--- src/rtl/fetch_stage.sv ---
// Instruction fetch stage: two-cycle boot vector load, then sequential fetch of
// one- and two-word instructions into the IF/ID register with stall/flush/redirect/interrupt.
module fetch_stage #(
    parameter logic [31:0] RESET_VEC_ADDR = 32'h0000_0000,
    parameter logic [15:0] NOP_WORD       = 16'h0000
) (
    input  logic        clk,
    input  logic        reset,
    output logic [31:0] imem_addr,
    output logic        imem_rd,
    input  logic [15:0] imem_data,
    input  logic        stall,
    input  logic        flush,
    input  logic        pc_write,
    input  logic [31:0] pc_target,
    input  logic        interrupt,
    output logic [15:0] instruction,
    output logic [31:0] pc_out,
    output logic [15:0] imm_out,
    output logic        imm_valid,
    output logic        interrupt_signal
);

    localparam logic [1:0] ST_BOOT0 = 2'd0;
    localparam logic [1:0] ST_BOOT1 = 2'd1;
    localparam logic [1:0] ST_RUN   = 2'd2;
    localparam logic [1:0] ST_IMM   = 2'd3;

    logic [1:0]  state_q, state_d;
    logic [31:0] pc_q, pc_d;
    logic [15:0] hold_q, hold_d;
    logic        int_pending_q, int_pending_d;
    logic [15:0] instr_q, instr_d;
    logic [31:0] pc_out_q, pc_out_d;
    logic [15:0] imm_q, imm_d;
    logic        imm_valid_q, imm_valid_d;
    logic        int_sig_q, int_sig_d;
    logic [31:0] pc_inc;

    function automatic logic is_two_word(input logic [15:0] word);
        return word[15:13] == 3'b110;
    endfunction

    assign pc_inc  = pc_q + 32'd1;
    assign imem_rd = reset;

    always_comb begin
        case (state_q)
            ST_BOOT0: imem_addr = RESET_VEC_ADDR;
            ST_BOOT1: imem_addr = RESET_VEC_ADDR + 32'd1;
            default:  imem_addr = pc_q;
        endcase
    end

    always_comb begin
        state_d       = state_q;
        pc_d          = pc_q;
        hold_d        = hold_q;
        int_pending_d = int_pending_q;
        instr_d       = instr_q;
        pc_out_d      = pc_out_q;
        imm_d         = imm_q;
        imm_valid_d   = imm_valid_q;
        int_sig_d     = 1'b0;

        case (state_q)
            ST_BOOT0: begin
                pc_d[15:0] = imem_data;
                state_d    = ST_BOOT1;
            end
            ST_BOOT1: begin
                pc_d[31:16] = imem_data;
                state_d     = ST_RUN;
            end
            default: begin
                int_pending_d = int_pending_q | interrupt;
                if (stall) begin
                    // everything frozen; only the pending flag may change
                end else if (pc_write) begin
                    pc_d        = pc_target;
                    instr_d     = NOP_WORD;
                    imm_valid_d = 1'b0;
                    state_d     = ST_RUN;
                end else if (flush) begin
                    instr_d     = NOP_WORD;
                    imm_valid_d = 1'b0;
                end else if (state_q == ST_RUN && int_pending_q) begin
                    // PC is not advanced so decode sees the return address in pc_out
                    instr_d       = NOP_WORD;
                    imm_valid_d   = 1'b0;
                    pc_out_d      = pc_q;
                    int_sig_d     = 1'b1;
                    int_pending_d = interrupt;
                end else if (state_q == ST_RUN) begin
                    pc_d        = pc_inc;
                    imm_valid_d = 1'b0;
                    if (is_two_word(imem_data)) begin
                        hold_d  = imem_data;
                        instr_d = NOP_WORD;
                        state_d = ST_IMM;
                    end else begin
                        instr_d  = imem_data;
                        pc_out_d = pc_inc;
                    end
                end else begin
                    instr_d     = hold_q;
                    imm_d       = imem_data;
                    imm_valid_d = 1'b1;
                    pc_out_d    = pc_inc;
                    pc_d        = pc_inc;
                    state_d     = ST_RUN;
                end
            end
        endcase
    end

    always_ff @(posedge clk or negedge reset) begin
        if (!reset) begin
            state_q       <= ST_BOOT0;
            pc_q          <= 32'h0;
            hold_q        <= 16'h0;
            int_pending_q <= 1'b0;
            instr_q       <= NOP_WORD;
            pc_out_q      <= 32'h0;
            imm_q         <= 16'h0;
            imm_valid_q   <= 1'b0;
            int_sig_q     <= 1'b0;
        end else begin
            state_q       <= state_d;
            pc_q          <= pc_d;
            hold_q        <= hold_d;
            int_pending_q <= int_pending_d;
            instr_q       <= instr_d;
            pc_out_q      <= pc_out_d;
            imm_q         <= imm_d;
            imm_valid_q   <= imm_valid_d;
            int_sig_q     <= int_sig_d;
        end
    end

    assign instruction      = instr_q;
    assign pc_out           = pc_out_q;
    assign imm_out          = imm_q;
    assign imm_valid        = imm_valid_q;
    assign interrupt_signal = int_sig_q;

endmodule

--- config.mk ---
export PLATFORM = sky130hd
export DESIGN_NAME = fetch_stage
export DESIGN_NICKNAME = d
export VERILOG_FILES = /design/src/rtl/fetch_stage.sv
export SDC_FILE = /design/constraint.sdc
export NUM_CORES = 1
export LEC_CHECK = 0
export ABC_AREA = 1
export BUFFER_PORTS_ARGS = -buffer_cell sky130_fd_sc_hd__buf_2
export CAP_MARGIN = 20
export CORE_ASPECT_RATIO = 0.9
export CORE_UTILIZATION = 55
export CTS_CLUSTER_SIZE = 16
export DETAILED_ROUTE_END_ITERATION = 10
export PLACE_DENSITY_LB_ADDON = 0.05
export SETUP_SLACK_MARGIN = 0.05
export SKIP_CTS_REPAIR_TIMING = 1
export SLEW_MARGIN = 20
export SYNTH_ARGS = -nofsm -noshare
export SYNTH_HDL_FRONTEND = slang
export SYNTH_SLANG_ARGS = --single-unit
--- constraint.sdc ---
create_clock -name clk -period 1.7 [get_ports clk]
set_input_delay 0.255 -clock clk [delete_from_list [all_inputs] [get_ports clk]]
set_output_delay 0.255 -clock clk [all_outputs]
set_load 0.05 [all_outputs]
Word level (Yosys, flattened, before mapping)
Index checks and enable logic that the tools add are counted.
{"block": "totals", "output_inout_bits": 99, "reg_bits": 117, "elab_cells": 79}
{"block": "op_classes", "muxes": 35, "n_eq_ne": 14, "add_sub_neg": 1, "reduce_logical": 10, "n_bitwise": 9}
{"op": "$mux W32", "count": 7}
{"op": "$mux W16", "count": 5}
{"op": "$pmux W16 S2", "count": 2}
{"op": "$pmux W32 S2", "count": 1}
{"op": "$add A32 B1 Y32 const B", "count": 1}
{"op": "$mux W1", "count": 13}
{"op": "$mux W2", "count": 6}
{"op": "$reduce_and A4 Y1", "count": 3}
{"op": "$ne A3 B1 Y1 const B", "count": 3}
{"op": "$not A1 Y1", "count": 8}
{"op": "$reduce_and A7 Y1", "count": 1}
{"op": "$ne A3 B2 Y1 const B", "count": 2}
{"op": "$reduce_and A6 Y1", "count": 1}
{"op": "$ne A5 B2 Y1 const B", "count": 1}
{"op": "$reduce_and A5 Y1", "count": 1}
{"op": "$ne A2 B1 Y1 const B", "count": 2}
{"op": "$ne A4 B1 Y1 const B", "count": 1}
{"op": "$ne A4 B2 Y1 const B", "count": 1}
{"op": "$pmux W2 S2", "count": 1}
{"op": "$eq A3 B3 Y1 const B", "count": 1}
{"op": "$ne A3 B3 Y1 const B", "count": 1}
{"op": "$eq A2 B1 Y1 const B", "count": 1}
{"op": "$eq A2 B2 Y1 const B", "count": 1}
{"op": "$logic_not A2 Y1", "count": 1}
{"op": "4 further kinds", "count": 4}

Depth between registers and ports, before layout
{"block": "depth", "word_depth": 8, "ltp_mapped": 11, "ltp_nobuf": 11}

Worst setup path after synthesis
No wires, ideal clock.
{"block": "synth_timing", "path_kind": "flip-flop to output port", "from": "register state_q[1]", "to": "output imem_addr[0]", "arrival_time_ns": 1.674, "setup_slack_ns": -0.229, "stages_incl_launch_ff": 5, "n_path_buf": 2, "path_cell_list": "dfrtp_1 buf_4 nor2_4 clkbuf_1 a21oi_1"}
{"block": "synth_between", "elab_chain_len": 2, "elab_cells_between_ends": 3}
{"element": "start, declared", "line": "29", "rtl": "logic [1:0] state_q, state_d;"}
{"element": "start signal, assigned", "line": "129", "rtl": "state_q <= state_d;"}
{"element": "$eq A2 B1 Y1 / $logic_not A2 Y1 (equally long branches)", "line": "48", "rtl": "case (state_q)"}
{"element": "$pmux W32 S2 (*)", "line": "48"}
{"element": "end, declared", "line": "9", "rtl": "output logic [31:0] imem_addr,"}
Mark *: on every way between the ends. The rest lies on a longest branch, timed or not.

Final worst setup path
{"block": "layout_timing", "from": "register state_q[1]", "to": "register pc_out_q[2], in the netlist pc_out[2]"}
{"block": "layout_between", "elab_chain_len": 4, "elab_cells_between_ends": 10}
{"element": "$eq A2 B2 Y1, or another cell as far along", "line": "87, 94"}
{"element": "$logic_and A1 B1 Y1 / $reduce_or A2 Y1 (equally long branches)"}
{"element": "$ne A3 B3 Y1 (no line) / $not A1 Y1 (equally long branches)"}
{"element": "$reduce_and A5 Y1 (no line)"}
{"element": "end signal, assigned", "line": "134", "rtl": "pc_out_q <= pc_out_d;"}
{"element": "end, declared", "line": "34", "rtl": "logic [31:0] pc_out_q, pc_out_d;"}
Parallel ways exist; a longest one is shown, timed or not.
A chain may end at the register's enable or synchronous reset.

==> impl_metrics.env <==
export IMPL_rsz0062_at_grt="true"
export IMPL_die_height_um=109
export IMPL_path_buf_inv=3
export IMPL_placed_cell_area_um2=8040
export IMPL_wl_per_cell_um=16.4
export IMPL_power_density_nw_per_um2=1530
export IMPL_antennaDiodeCount=0
export IMPL_place_gp_congestion=0.953
export IMPL_detail_route_antenna_nets=0
export IMPL_layout_min_cycle_time_ns=1.66
export IMPL_first_pass_iters=5
export IMPL_power_frac_seq_pct=30.2
export IMPL_initial_core_util_pct=57.1
export IMPL_hpwl_um=15300
export IMPL_cts_root_buf="clkbuf_16"
export IMPL_cts_buffer_depth=2
export IMPL_vias=7329
export IMPL_violations="hold timing"
export IMPL_switching_share_pct=46.9
export IMPL_synth_top_family_by_area="simple AND/OR/NAND/NOR gates"
export IMPL_grt_use_total_pct=34.7
export IMPL_design_core_area_um2=12200
export IMPL_vdd_drop_max_mv=1.06
export IMPL_ys_seq_area_share_pct=42.1
export IMPL_critPathCaptureType="flip-flop"
export IMPL_yosys_area_share_adder_pct=0.180
export IMPL_p_int_w=0.00732
export IMPL_startpoint_type="flip-flop"
export IMPL_layout_nets=1233
export IMPL_ys_flop_type="dfrtp_1"
export IMPL_htreeDepth=4
export IMPL_hold_viol=35
export IMPL_crit_arrival_ns=1.96
export IMPL_finClkSkew_ns=0.00830
export IMPL_setup_violations=0
export IMPL_cts_inserted_buffers=17
export IMPL_path_cells="buf_12 -> nand2_4 -> nor2_4 -> inv_2 -> buf_12 -> o21ai_0 -> o21ai_1"
export IMPL_crit_path_max_fanout=28
export IMPL_worst_hold_path_type="input pin to async pin"
export IMPL_yosysUniqueCellTypes=35
export IMPL_synth_compound_area_share_pct=10.2
export IMPL_avgSynthCellArea_um2=6.92
export IMPL_synthArstFlopShare_pct=100
export IMPL_clk_pin_slew_worst_paths_ns=0.06
export IMPL_synth_edff_count=0
export IMPL_clk_latency_ns=0.42
export IMPL_antenna_found_initial=1
export IMPL_drt_iter0_drc=651
export IMPL_gr_total_overflow=0
export IMPL_viasPerCell=5.42
export IMPL_syn_inst=1004
export IMPL_ys_ff_latch=117
export IMPL_timing_hold_ws_ns=-0.0194
export IMPL_fp_dieArea_um2=13100
export IMPL_p_leak_nw=4.83
export IMPL_required_ns=1.99
export IMPL_fin_crit_sh_pct=97.8
export IMPL_crit_type="flip-flop to flip-flop"
export IMPL_synth_simple_area_share_pct=35.5
export IMPL_combPwrFrac_pct=45.5
export IMPL_utilization_pct=73.7
export IMPL_muxShareOfSynthArea_pct=0
export IMPL_path_common_cell="buf_12"
export IMPL_cts_tree="built"
export IMPL_slowest_stage="dfrtp_2"
export IMPL_io_buffers=152
export IMPL_die_w_um=120
export IMPL_p_switching_w=0.00646
export IMPL_tightest_slew_ns=0.643
export IMPL_grt_pass1_vias=6746
export IMPL_grt_pass1_wl_um=34200
export IMPL_synthToLayoutAreaGrowth_pct=29.1
export IMPL_yosysWarningCount=0
export IMPL_relSlewSlack_pct=57.1
export IMPL_max_cap_violations=0
export IMPL_r2r_slack_ns=0.04
export IMPL_p_clk_share_pct=24.4
export IMPL_synthXorXnorAreaFrac_pct=1.48
export IMPL_max_freq_ghz=0.601
export IMPL_path_delay_family="buffers and inverters"
export IMPL_cpPeakStageDelay_ns=0.44
export IMPL_grt_max_degree=118
export IMPL_row_count=38
export IMPL_slew_viol_final=0
export IMPL_syn_nets=1059
export IMPL_status="finished, violations left"
export IMPL_finalInstanceArea_um2=8970
export IMPL_drc=0
export IMPL_clock_sinks=117
export IMPL_power_w=0.0138
export IMPL_ios=153
export IMPL_drive_above_1_share_pct=25.2
export IMPL_wl_um=22100
export IMPL_synth_area_um2=6950
## power by group through the flow
stage / Combinational [W] / Clock (W) / Sequential (W)
after CTS: 0.00587 / 0.00338 / 0.00410
final: 0.00626 / 0.00335 / 0.00416
after floorplan: 0.00279 / 0 / 0.00555
after detailed placement: 0.00585 / 0 / 0.00414
after global routing: 0.00671 / 0.00351 / 0.00423
after global placement: 0.00580 / 0 / 0.00413
## stage by stage
| stage | cells | setup TNS [ns] | setup WS [ns] |
|---|---|---|---|
| floorplan | 1004 | 0 | 0.0696 |
| global placement | 1309 | 0 | 0.0968 |
| detailed placement | 1309 | 0 | 0.0547 |
| CTS | 1341 | -5.53 | -0.250 |
| global route | 1351 | -0.382 | -0.0680 |
| finish | 1351 | 0 | 0.0367 |
## worst paths after layout
check	from	to	cells after the start
worst max-delay path	state_q[1]	pc_out[2]	7
worst min-delay path	reset	pc_out[15]	2
worst max register to register	state_q[1]	pc_out[2]	7
worst min register to register	hold_q[15]	hold_q[15]	2
max in group asynchronous	reset	pc_q[16]	2
min in group clk	interrupt	int_pending_q	3
## layout by cell type (no fill, tap or decap), types with 2 or more instances in the layout
cell / instances
buf_4: 56
clkinvlp_4: 6
inv_1: 106
buf_2: 119
o21ai_1: 26
buf_6: 11
buf_12: 11
nand3_4: 2
a21oi_1: 40
o21ai_0: 52
nand2_1: 346
a31oi_1: 2
nand2_2: 9
clkbuf_16: 19
o211ai_1: 8
nor2_2: 7
clkinv_2: 6
dfrtp_2: 10
nand2_4: 8
nand3_1: 83
nor2_1: 93
nor3_1: 13
o21ai_2: 3
xor2_1: 7
dfrtp_1: 107
and2_1: 4
xor2_2: 2
inv_2: 7
nor2_4: 11
## layout make-up
| class | count | area (um2) |
|---|---|---|
| fill | 1045 | 3200 |
| sequential | 117 | 2940 |
| multi-input combinational | 725 | 3410 |
| clock inverter | 13 | 109 |
| clock buffer | 19 | 443 |
| inverter | 116 | 439 |
| tap | 160 | 200 |
| timing repair buffer | 201 | 1430 |
## metal layers
metal	share of wire, %	global-route usage [%]
met5	0	0
met4	2.5	12.3
met3	9.6	6.49
met2	46	54.3
met1	42	48.5
## synthesized netlist by cell type, types with 8 or more instances
| cell | count | area (um2) |
|---|---|---|
| a21oi_1 | 41 | 205 |
| buf_2 | 17 | 85.1 |
| buf_4 | 10 | 75.1 |
| buf_6 | 8 | 90.1 |
| clkbuf_1 | 10 | 37.5 |
| dfrtp_1 | 117 | 2930 |
| inv_1 | 107 | 402 |
| nand2_1 | 357 | 1340 |
| nand3_1 | 83 | 415 |
| nor2_1 | 98 | 368 |
| nor3_1 | 13 | 65.1 |
| o211ai_1 | 8 | 60.1 |
| o21ai_0 | 58 | 290 |
| o21ai_1 | 23 | 115 |
## registers in the layout (all words and copies together), names as in the netlist
register	flops
interrupt_signal	1
state_q	2
pc_q	32
imm_out	16
int_pending_q	1
imm_valid	1
hold_q	16
instruction	16
pc_out	32
## logic make-up after synthesis
family,Yosys count
and+or+nand+nor,579
buffers and inverters,163
AOI/OAI and AO/OA,134
DFF,117
xor gates and xnor gates,10
adders and majority gates,1
Power figures use the tool's default switching activity.
